==> src/rtl/wbucharsix.sv <==
`default_nettype none
// +--------------------------------------------------------------------------+
// | wbucharsix: ASCII to six-bit word decoder with two-entry skid buffer.    |
// | Optional: WBUCHARSIX_ERRCOUNT_EN enables the rejected-character counter. |
// | Revision: 1.0                                                            |
// +--------------------------------------------------------------------------+
module wbucharsix (
    input  logic       i_clk,
    input  logic       i_reset,
    input  logic       i_stb,
    input  logic [7:0] i_char,
    output logic       o_busy,
    output logic       o_stb,
    output logic [6:0] o_bits,
    input  logic       i_busy,
    output logic       o_err,
    output logic [7:0] o_err_count
);

    typedef enum logic [1:0] {
        ST_EMPTY = 2'd0,
        ST_ONE   = 2'd1,
        ST_FULL  = 2'd2
    } state_t;

    state_t     r_state;
    state_t     w_state_nx;
    logic [6:0] r_skid;
    logic [6:0] w_skid_nx;
    logic [6:0] w_bits_nx;
    logic       w_stb_nx;
    logic       w_busy_nx;

    logic [6:0] w_word;
    logic       w_valid;
    logic       w_cr;
    logic       w_accept;
    logic       w_load;
    logic       w_reject;
    logic       w_xfer;

    // Only the low six bits of each subtraction matter, so the offsets are
    // taken modulo 64 on i_char[5:0].
    always_comb begin
        w_word  = 7'h00;
        w_valid = 1'b1;
        w_cr    = 1'b0;
        if (i_char >= 8'h30 && i_char <= 8'h39)
            w_word = {1'b0, i_char[5:0] - 6'h30};
        else if (i_char >= 8'h41 && i_char <= 8'h5a)
            w_word = {1'b0, i_char[5:0] - 6'h37};
        else if (i_char >= 8'h61 && i_char <= 8'h7a)
            w_word = {1'b0, i_char[5:0] - 6'h3d};
        else if (i_char == 8'h40)
            w_word = 7'd62;
        else if (i_char == 8'h25)
            w_word = 7'd63;
        else if (i_char == 8'h0a)
            w_word = 7'h40;
        else if (i_char == 8'h0d) begin
            w_valid = 1'b0;
            w_cr    = 1'b1;
        end else
            w_valid = 1'b0;
    end

    assign w_accept = i_stb && !o_busy;
    assign w_load   = w_accept && w_valid;
    assign w_reject = w_accept && !w_valid && !w_cr;
    assign w_xfer   = o_stb && !i_busy;

    always_comb begin
        w_state_nx = r_state;
        w_bits_nx  = o_bits;
        w_skid_nx  = r_skid;
        case (r_state)
            ST_EMPTY: begin
                if (w_load) begin
                    w_bits_nx  = w_word;
                    w_state_nx = ST_ONE;
                end
            end
            ST_ONE: begin
                if (w_load && w_xfer)
                    w_bits_nx = w_word;
                else if (w_load) begin
                    w_skid_nx  = w_word;
                    w_state_nx = ST_FULL;
                end else if (w_xfer)
                    w_state_nx = ST_EMPTY;
            end
            ST_FULL: begin
                if (w_xfer) begin
                    w_bits_nx  = r_skid;
                    w_state_nx = ST_ONE;
                end
            end
            default: w_state_nx = ST_EMPTY;
        endcase
        // Flags are registered copies of the next state so that busy and
        // strobe come straight from flops.
        w_stb_nx  = (w_state_nx != ST_EMPTY);
        w_busy_nx = (w_state_nx == ST_FULL);
    end

    always_ff @(posedge i_clk) begin
        if (i_reset) begin
            r_state <= ST_EMPTY;
            r_skid  <= 7'h00;
            o_bits  <= 7'h00;
            o_stb   <= 1'b0;
            o_busy  <= 1'b0;
            o_err   <= 1'b0;
        end else begin
            r_state <= w_state_nx;
            r_skid  <= w_skid_nx;
            o_bits  <= w_bits_nx;
            o_stb   <= w_stb_nx;
            o_busy  <= w_busy_nx;
            o_err   <= w_reject;
        end
    end

`ifdef WBUCHARSIX_ERRCOUNT_EN
    logic [7:0] r_err_count;

    always_ff @(posedge i_clk) begin
        if (i_reset)
            r_err_count <= 8'h00;
        else if (w_reject && r_err_count != 8'hff)
            r_err_count <= r_err_count + 8'd1;
    end

    assign o_err_count = r_err_count;
`else
    assign o_err_count = 8'h00;
`endif

endmodule
`default_nettype wire

==> config.mk <==
export PLATFORM = sky130hd
export DESIGN_NAME = wbucharsix
export DESIGN_NICKNAME = d
export VERILOG_FILES = /design/src/rtl/wbucharsix.sv
export SDC_FILE = /design/constraint.sdc
export NUM_CORES = 1
export LEC_CHECK = 0
export BUFFER_PORTS_ARGS = -buffer_cell sky130_fd_sc_hd__buf_4
export CAP_MARGIN = 15
export CORE_MARGIN = 10
export CORE_UTILIZATION = 55
export CTS_BUF_LIST = sky130_fd_sc_hd__clkbuf_8
export DETAILED_ROUTE_END_ITERATION = 8
export GPL_ROUTABILITY_DRIVEN = 0
export HOLD_SLACK_MARGIN = 0.02
export PLACE_DENSITY = 0.89
export SYNTH_ARGS = -nofsm -noshare
export SYNTH_HDL_FRONTEND = slang
export SYNTH_SLANG_ARGS = --single-unit
==> constraint.sdc <==
create_clock -name i_clk -period 3.6 [get_ports i_clk]
set_input_delay 0.18 -clock i_clk [delete_from_list [all_inputs] [get_ports i_clk]]
set_output_delay 0.18 -clock i_clk [all_outputs]
set_load 0.05 [all_outputs]
; ---- Yosys cells after proc, flatten, opt, wreduce, memory -nomap -nowiden
; Cells that the tools add are included.
[classes]
shift = 0
n_addsub = 3
reduce_logical = 18
n_bitwise = 1
eq_ne = 10
div = 0
muxes = 29
order_cmp = 6
mul = 0
[ops]
columns = op, n
row1 = $mux W7, 9
row2 = $pmux W7 S3, 1
row3 = $sub A6 B6 Y6 const B, 3
row4 = $eq A8 B4 Y1 const B, 2
row5 = $ge A8 B7 Y1 const B, 2
row6 = $le A8 B7 Y1 const B, 2
row7 = $mux W1, 13
row8 = $mux W2, 5
row9 = $logic_and A1 B1 Y1, 9
row10 = $eq A8 B6 Y1 const B, 1
row11 = $eq A8 B7 Y1 const B, 1
row12 = $ge A8 B6 Y1 const B, 1
row13 = $le A8 B6 Y1 const B, 1
row14 = $ne A2 B2 Y1 const B, 3
row15 = $pmux W2 S3, 1
row16 = $eq A2 B2 Y1 const B, 2
row17 = $logic_not A1 Y1, 4
row18 = $reduce_and A4 Y1, 1
row19 = $reduce_and A3 Y1, 1
row20 = $reduce_bool A3 Y1, 1
row21 = $eq A2 B1 Y1 const B, 1
row22 = $logic_not A2 Y1, 1
row23 = $reduce_bool A2 Y1, 1
row24 = $not A1 Y1, 1
[word_totals]
mem_bits_rw = 0
reg_bits = 19
latchBits = 0
n_memories = 0
inputBits = 12
output_inout_bits = 18
elab_cells = 73
rom_bits = 0

; ---- Depth between registers and ports, before layout
; Gate-level depths: netlist (run 1).
[depth]
ltp_word = 12
ltp_mapped = 10
mapped_depth_nobuf = 8

; ---- Worst setup path before layout (run 1)
; Ideal clock, no wire load.
[synth_path]
path_type = input-to-reg
start = in i_char[1]
end = reg o_bits[2]
setup_ns = 0.082
arrival_time_ns = 2.099
slack_ns = 1.418
path_stages = 10
required_time_ns = 3.518
path_buffers = 2
path_cell_list = clkbuf_1 inv_1 ha_1 nor2b_1 a2111oi_2 nor2_1 a41oi_4 buf_4 nand4b_1 o221ai_1
[synth_via]
elab_chain_cells = 11
elab_cells_between_ends = 34
classes_between = add/sub: 3 / order compare: 6 / eq/ne: 5 / mux: 14 / reduce/logical: 6
[synth_lines]
columns = element, line_no
row1 = start: declaration, 11  ; input logic [7:0] i_char,
row2 = $eq A8 B4 Y1, 58  ; else if (i_char == 8'h0a)
row3 = $mux W1, 58
row4 = $mux W1, 56  ; else if (i_char == 8'h25)
row5 = $mux W1, 54  ; else if (i_char == 8'h40)
row6 = $mux W1, 52  ; else if (i_char >= 8'h61 && i_char <= 8'h7a)
row7 = $mux W1, 50  ; else if (i_char >= 8'h41 && i_char <= 8'h5a)
row8 = $mux W1, 48  ; if (i_char >= 8'h30 && i_char <= 8'h39)
row9 = $logic_and A1 B1 Y1, 68  ; assign w_load = w_accept && w_valid;
row10 = $logic_and A1 B1 Y1, 84  ; if (w_load && w_xfer)
row11 = $ne A2 B2 Y1 (no line), n/a
row12 = $reduce_and A4 Y1 (no line), n/a
row13 = end signal: assignment, 117  ; o_bits <= w_bits_nx;
row14 = end: declaration, 14  ; output logic [6:0] o_bits,
; Parallel ways exist; a longest one is shown, timed or not. The select of a mux whose other input is x is not followed.
; A chain may end at the register's enable or synchronous reset.

; ---- Worst setup path after layout (run 1)
[layout_path]
start = in i_char[0]
end = reg o_bits[5]
; The elaborated chain is that of the path after synthesis.

==> impl_metrics.tcl, run 1 <==
set metrics [dict create \
    status "completed" \
    p_total_uw 514 \
    path_max_fanout 15 \
    skew_ns 0.00656 \
    maxCapViolCount 0 \
    cts_tree "built" \
    period_minus_slack_ns 2.35 \
    dr.pass1.iters 4 \
    finalSetupViolCount 0 \
    fillerInstances 242 \
    drcViolationCount 0 \
    synthFlopType "dfxtp_1" \
    hold_viol_final 0 \
    rows 19 \
    required_ns 3.77 \
    syn_avg_cell_area_um2 8.21 \
    path_class "input pin to flop" \
    min_period_over_period_pct 65.1 \
    grtUsageTotal_pct 14.2 \
    htree_levels 1 \
    yosysWarnings 0 \
    clock_latency_ns 0.26 \
    ctsResizeCount 0 \
    synth_adder_area_share_pct 7.26 \
    grt_pass1_wl_um 6440 \
    dp_hpwl_um 2890 \
    cts_root_buffer "clkbuf_8" \
    antenna_found_initial 0 \
    max_stage_delay_ns 0.48 \
    synthDistinctLibCells 51 \
    synth_area_mm2 0.00155 \
    fin_util_pct 62.7 \
    cts.sink_count 19 \
    synth-simple-area-share_pct 28.4 \
    slew_headroom_pct 54.5 \
    io_pins 30 \
    design_area_mm2 0.00172 \
    grt_max_degree 28 \
    die_h_um 73.1 \
    cts_buffers 3 \
    ys_ff_latch 19 \
    nets 226 \
    post_cts_buffers 0 \
    worstMarginPinSlew_ns 0.678 \
    hp-class "input pin to flop" \
    synth_cells 189 \
    gr-total-overflow 0 \
    grt_setup_unrepaired "false" \
    via_per_inst 6.24 \
    fmax_mhz 426 \
    setup_tns_ns 0 \
    worstPathArrival_ns 2.52 \
    grt_pass1_vias 1458 \
    p_leak_nw 0.637 \
    end_kind "flop" \
    stdcell_count 235 \
    synth-compound-area-share_pct 27.4 \
    start_util_pct 56.8 \
    coreArea_mm2 0.00273 \
    dp_cells 231 \
    synth_top_family_by_area "simple AND/OR/NAND/NOR gates" \
    synth-seq-area-share_pct 24.5 \
    peakVddDrop_uv 361 \
    dieArea_mm2 0.00535 \
    muxShareOfSynthArea_pct 0.645 \
    wire_per_inst_um 16.0 \
    path_clk_slew_ns 0.07 \
    slowest_stage "a41oi_4" \
    insertedDiodeCount 0 \
    slew_violations 0 \
    routed_wirelength_um 3770 \
    crit_chain "buf_4 > inv_1 > ha_1 > nor2b_1 > a211oi_1 > o21ai_1 > a41oi_4 > nand2_1 > o221ai_1" \
    drtIter0Drc 114 \
    syn_to_final_growth_pct 10.6 \
    hold_buffers 0 \
    port_buffers 21 \
    die_w_um 73.1 \
    powerDensity_mw_per_mm2 300 \
    layout-drive-gt1-share_pct 16.7 \
    synth-edff-count 0 \
    cp-start-kind "input pin" \
    synth-async-reset-ratio_pct 0 \
    place_area_mm2 0.00167 \
    cts_buffer_depth 2 \
    vias 1466 \
    postRouteAntennaNets 0 \
    synth_xor_xnor_area_share_pct 3.39 \
]
[worst max-delay path: cells and delay by family]
kind / cells / cell delay, ns
simple gates: 2 / 0.39
compound gates: 4 / 1.42
buf+inv: 2 / 0.25
fa+ha+maj: 1 / 0.27
[worst paths after layout]
kind                           from                     end  slack (ns)  depth (start not counted)
max                       i_char[0]  o_bits[5]$_SDFFE_PP0P_        1.25                          9
min                         i_reset  r_skid[6]$_SDFFE_PP0P_        0.26                          2
max reg2reg       o_busy$_SDFF_PP0_  o_bits[5]$_SDFFE_PP0P_        1.81                          6
min reg2reg  r_skid[0]$_SDFFE_PP0P_  o_bits[0]$_SDFFE_PP0P_        0.48                          2
[synthesized netlist by cell type, types with 4 or more instances]
cell | instances | area share (%)
nor2_1 | 15 | 3.6
a211oi_1 | 5 | 2.4
ha_1 | 9 | 7.3
o21ai_0 | 7 | 2.3
o221ai_1 | 4 | 2.3
nand4b_1 | 5 | 2.8
a21oi_1 | 15 | 4.8
buf_4 | 10 | 4.8
nand2_1 | 15 | 3.6
clkbuf_1 | 5 | 1.2
dfxtp_1 | 19 | 25
nor3_1 | 4 | 1.3
inv_1 | 6 | 1.5
xnor2_1 | 5 | 2.8
nand2b_1 | 10 | 4.0
[where the power goes]
| part | internal, mW | switching [mW] |
|---|---|---|
| Combinational | 0.0460 | 0.100 |
| Clock | 0.0760 | 0.0712 |
| Sequential | 0.217 | 0.00433 |
| Total | 0.338 | 0.176 |
[registers in the layout, indices dropped and copies added (netlist names)]
| signal | flops |
|---|---|
| o_stb | 1 |
| o_busy | 1 |
| o_bits | 7 |
| r_skid | 7 |
| r_state | 2 |
| o_err | 1 |
[layout by cell type (no fill, tap or decap), types with 4 or more instances in the layout]
| cell type | instances |
|---|---|
| inv_1 | 7 |
| nand2_1 | 15 |
| o221ai_1 | 4 |
| nor2_1 | 15 |
| a21oi_1 | 15 |
| nor3_1 | 4 |
| o21ai_0 | 7 |
| xnor2_1 | 5 |
| dfxtp_1 | 19 |
| nand4b_1 | 5 |
| a211oi_1 | 5 |
| nand2b_1 | 10 |
| buf_4 | 21 |
| ha_1 | 9 |
| conb_1 | 8 |
[metal layers]
metal  global-route usage [%]  share of wire (%)  vias to the layer above
li1                         -                  -                      720
met1                     17.0                 42                      683
met2                     23.2                 50                       56
met3                     3.40                6.8                        7
met4                     6.12                1.2                        0
met5                        0                  0                        -
[cell families (layout without fill, tap and decap cells)]
kind of cell	after synthesis	count (layout)
AOI/OAI and AO/OA	56	56
xor gates and xnor gates	6	6
adders and majority gates	9	9
buffers and inverters	23	31
DFF	19	19
muxes	1	1
other	1	8
and+or+nand+nor	74	74
[stage by stage]
step	hold WS [ns]	setup slack (ns)
floorplan	0.441	1.42
global placement	0.468	1.12
detailed placement	0.475	1.03
CTS	0.265	1.32
global route	0.293	1.00
finish	0.264	1.25
[cell type report]
class | instances | area, um2 | share of cell area [%]
Clock inverter | 1 | 3.75 | 0.219
Timing Repair Buffer | 21 | 158 | 9.19
Inverter | 6 | 22.5 | 1.31
Multi-Input combinational cell | 154 | 1070 | 62.4
Clock buffer | 3 | 41.3 | 2.41
Tap cell | 31 | 38.8 | 2.26
Sequential cell | 19 | 380 | 22.2
Note: power is estimated with default switching activity, not from simulation.
==> inputs of run 2 (changes only) <==
==> constraint.sdc (replaced) <==
create_clock -name i_clk -period 2.3 [get_ports i_clk]
set_input_delay 0.115 -clock i_clk [delete_from_list [all_inputs] [get_ports i_clk]]
set_output_delay 0.115 -clock i_clk [all_outputs]
set_load 0.05 [all_outputs]
==> run 2 against run 1 <==
Effect of this change: worst hold slack got worse by 0.070 ns; routed wire length is essentially flat; critical path depth rose by 1; clock skew shrank 0.0038 ns; via count up 1.8%; clock power increased by 57%; sequential power increased by 57%; register-to-register slack got worse by 1.2 ns; non-clock buffer count grew 6; global-route usage about the same; critical endpoint unchanged.
==> impl_metrics.tcl, run 2 (synthesis results as in run 1) <==
set metrics [dict create \
    nets 232 \
    cp_top_family "compound AO/OA/AOI/OAI gates" \
    skew_ns 0.00278 \
    status "completed" \
    worstMarginPinSlew_ns 0.649 \
    hold_viol_final 0 \
    p_total_uw 811 \
    endpoint "o_bits[5]$_SDFFE_PP0P_" \
    path_max_fanout 8 \
    syn_to_final_growth_pct 13.5 \
    wire_per_inst_um 15.6 \
    crit_top_cell "buf_4" \
    slowest_stage "o21ai_1" \
    hp-class "input pin to flop" \
    cts_root_buffer "clkbuf_8" \
    io_pins 30 \
    start_util_pct 56.8 \
    period_minus_slack_ns 2.07 \
    drcViolationCount 0 \
    crit_buf_inv 3 \
    powerDensity_mw_per_mm2 460 \
    grt_pass1_wl_um 6290 \
    dp_hpwl_um 2970 \
    via_per_inst 6.20 \
    grt_setup_unrepaired "false" \
    insertedDiodeCount 0 \
    design_area_mm2 0.00176 \
    drtIter0Drc 119 \
    slew_headroom_pct 56.5 \
    rows 19 \
    antenna_found_initial 0 \
    top_regs "o_bits: 7 flops, r_skid: 7 flops, r_state: 2 flops" \
    htree_levels 1 \
    gr-total-overflow 0 \
    cp_num_cells 10 \
    clock_latency_ns 0.26 \
    end_kind "flop" \
    worstPathArrival_ns 2.20 \
    final_common_cell "buf_4" \
    postRouteAntennaNets 0 \
    grt_max_degree 28 \
    ctsResizeCount 0 \
    coreArea_mm2 0.00273 \
    grtUsageTotal_pct 14.2 \
    max_stage_delay_ns 0.38 \
    min_period_over_period_pct 89.9 \
    routed_wirelength_um 3770 \
    layout-drive-gt1-share_pct 19.5 \
    maxCapViolCount 0 \
    cts_buffer_depth 2 \
    fmax_mhz 483 \
    peakVddDrop_uv 549 \
    dr.pass1.iters 5 \
    die_w_um 73.1 \
    cts_buffers 3 \
    die_h_um 73.1 \
    post_cts_buffers 0 \
    cp-start-kind "input pin" \
    hold_buffers 0 \
    vias 1493 \
    most-common-layout-cells "buf_4, dfxtp_1, nand2_1, a21oi_1, nor2_1" \
    slew_violations 0 \
    cts_tree "built" \
    crit_chain "buf_4 > inv_1 > ha_1 > nor3b_1 > a211oi_1 > o21ai_1 > a41oi_4 > buf_4 > nand4b_1 > o221ai_1" \
    grt_pass1_vias 1376 \
    place_area_mm2 0.00172 \
    finalSetupViolCount 0 \
    critPathLaunch "i_char[4]" \
    ff2ff_path_depth 7 \
    r2r_start "r_state[1]$_SDFF_PP0_" \
    path_clk_slew_ns 0.07 \
    cts.sink_count 19 \
    fillerInstances 232 \
    port_buffers 21 \
    fin_util_pct 64.4 \
    r2r_end "o_bits[5]$_SDFFE_PP0P_" \
    path_class "input pin to flop" \
    reg2reg_slack_ns 0.61 \
    required_ns 2.43 \
    p_leak_nw 0.665 \
    dieArea_mm2 0.00535 \
]
run 2: changes by cell type in the layout (fill, tap and decap cells not counted):
cell / delta
inv_1: -1
buf_4: +6
clkinv_2: +1
run 2: layout make-up:
cell class	count	area (um2)	share of cell area [%]
clock inverters	1	5.00	0.284
clock buffers	3	41.3	2.34
multi-input cells	154	1070	60.8
flip-flops and latches	19	380	21.6
repair buffers	27	203	11.5
inverters	6	22.5	1.28
well taps	31	38.8	2.20
run 2: per-layer routing:
| layer | global-route usage (%) | wire length (um) | vias up |
|---|---|---|---|
| met3 | 3.67 | 303 | 8 |
| met4 | 5.91 | 94 | 0 |
| met5 | 0 | 0 | - |
| met2 | 23.4 | 1820 | 65 |
| li1 | - | - | 732 |
| met1 | 16.9 | 1550 | 688 |
run 2: worst min-delay path by stage:
stage | from | end | slack (ns) | cells after the start
after floorplan | i_stb | o_err$_SDFF_PP0_ | 0.38 | 2
after global placement | i_reset | o_stb$_SDFF_PP0_ | 0.47 | 2
after detailed placement | i_reset | r_skid[0]$_SDFFE_PP0P_ | 0.46 | 2
after CTS | i_reset | r_skid[0]$_SDFFE_PP0P_ | 0.19 | 2
after global routing | i_reset | r_skid[0]$_SDFFE_PP0P_ | 0.19 | 2
final | i_reset | r_skid[0]$_SDFFE_PP0P_ | 0.19 | 2
run 2: where the power goes:
part           leakage, nW  switching [mW]  internal [mW]
Sequential           0.154         0.00683          0.339
Combinational        0.486           0.157         0.0778
Clock               0.0255           0.110          0.120
Total                0.665           0.274          0.537
run 2: stage by stage:
stage               setup WS [ns]  setup TNS, ns  hold WS [ns]  std cells
global placement           0.0828              0         0.465        237
global route               0.0217              0         0.193        241
finish                      0.231              0         0.195        241
detailed placement      -0.000413      -0.000413         0.462        237
CTS                         0.264              0         0.185        241
floorplan                   0.183              0         0.376        196
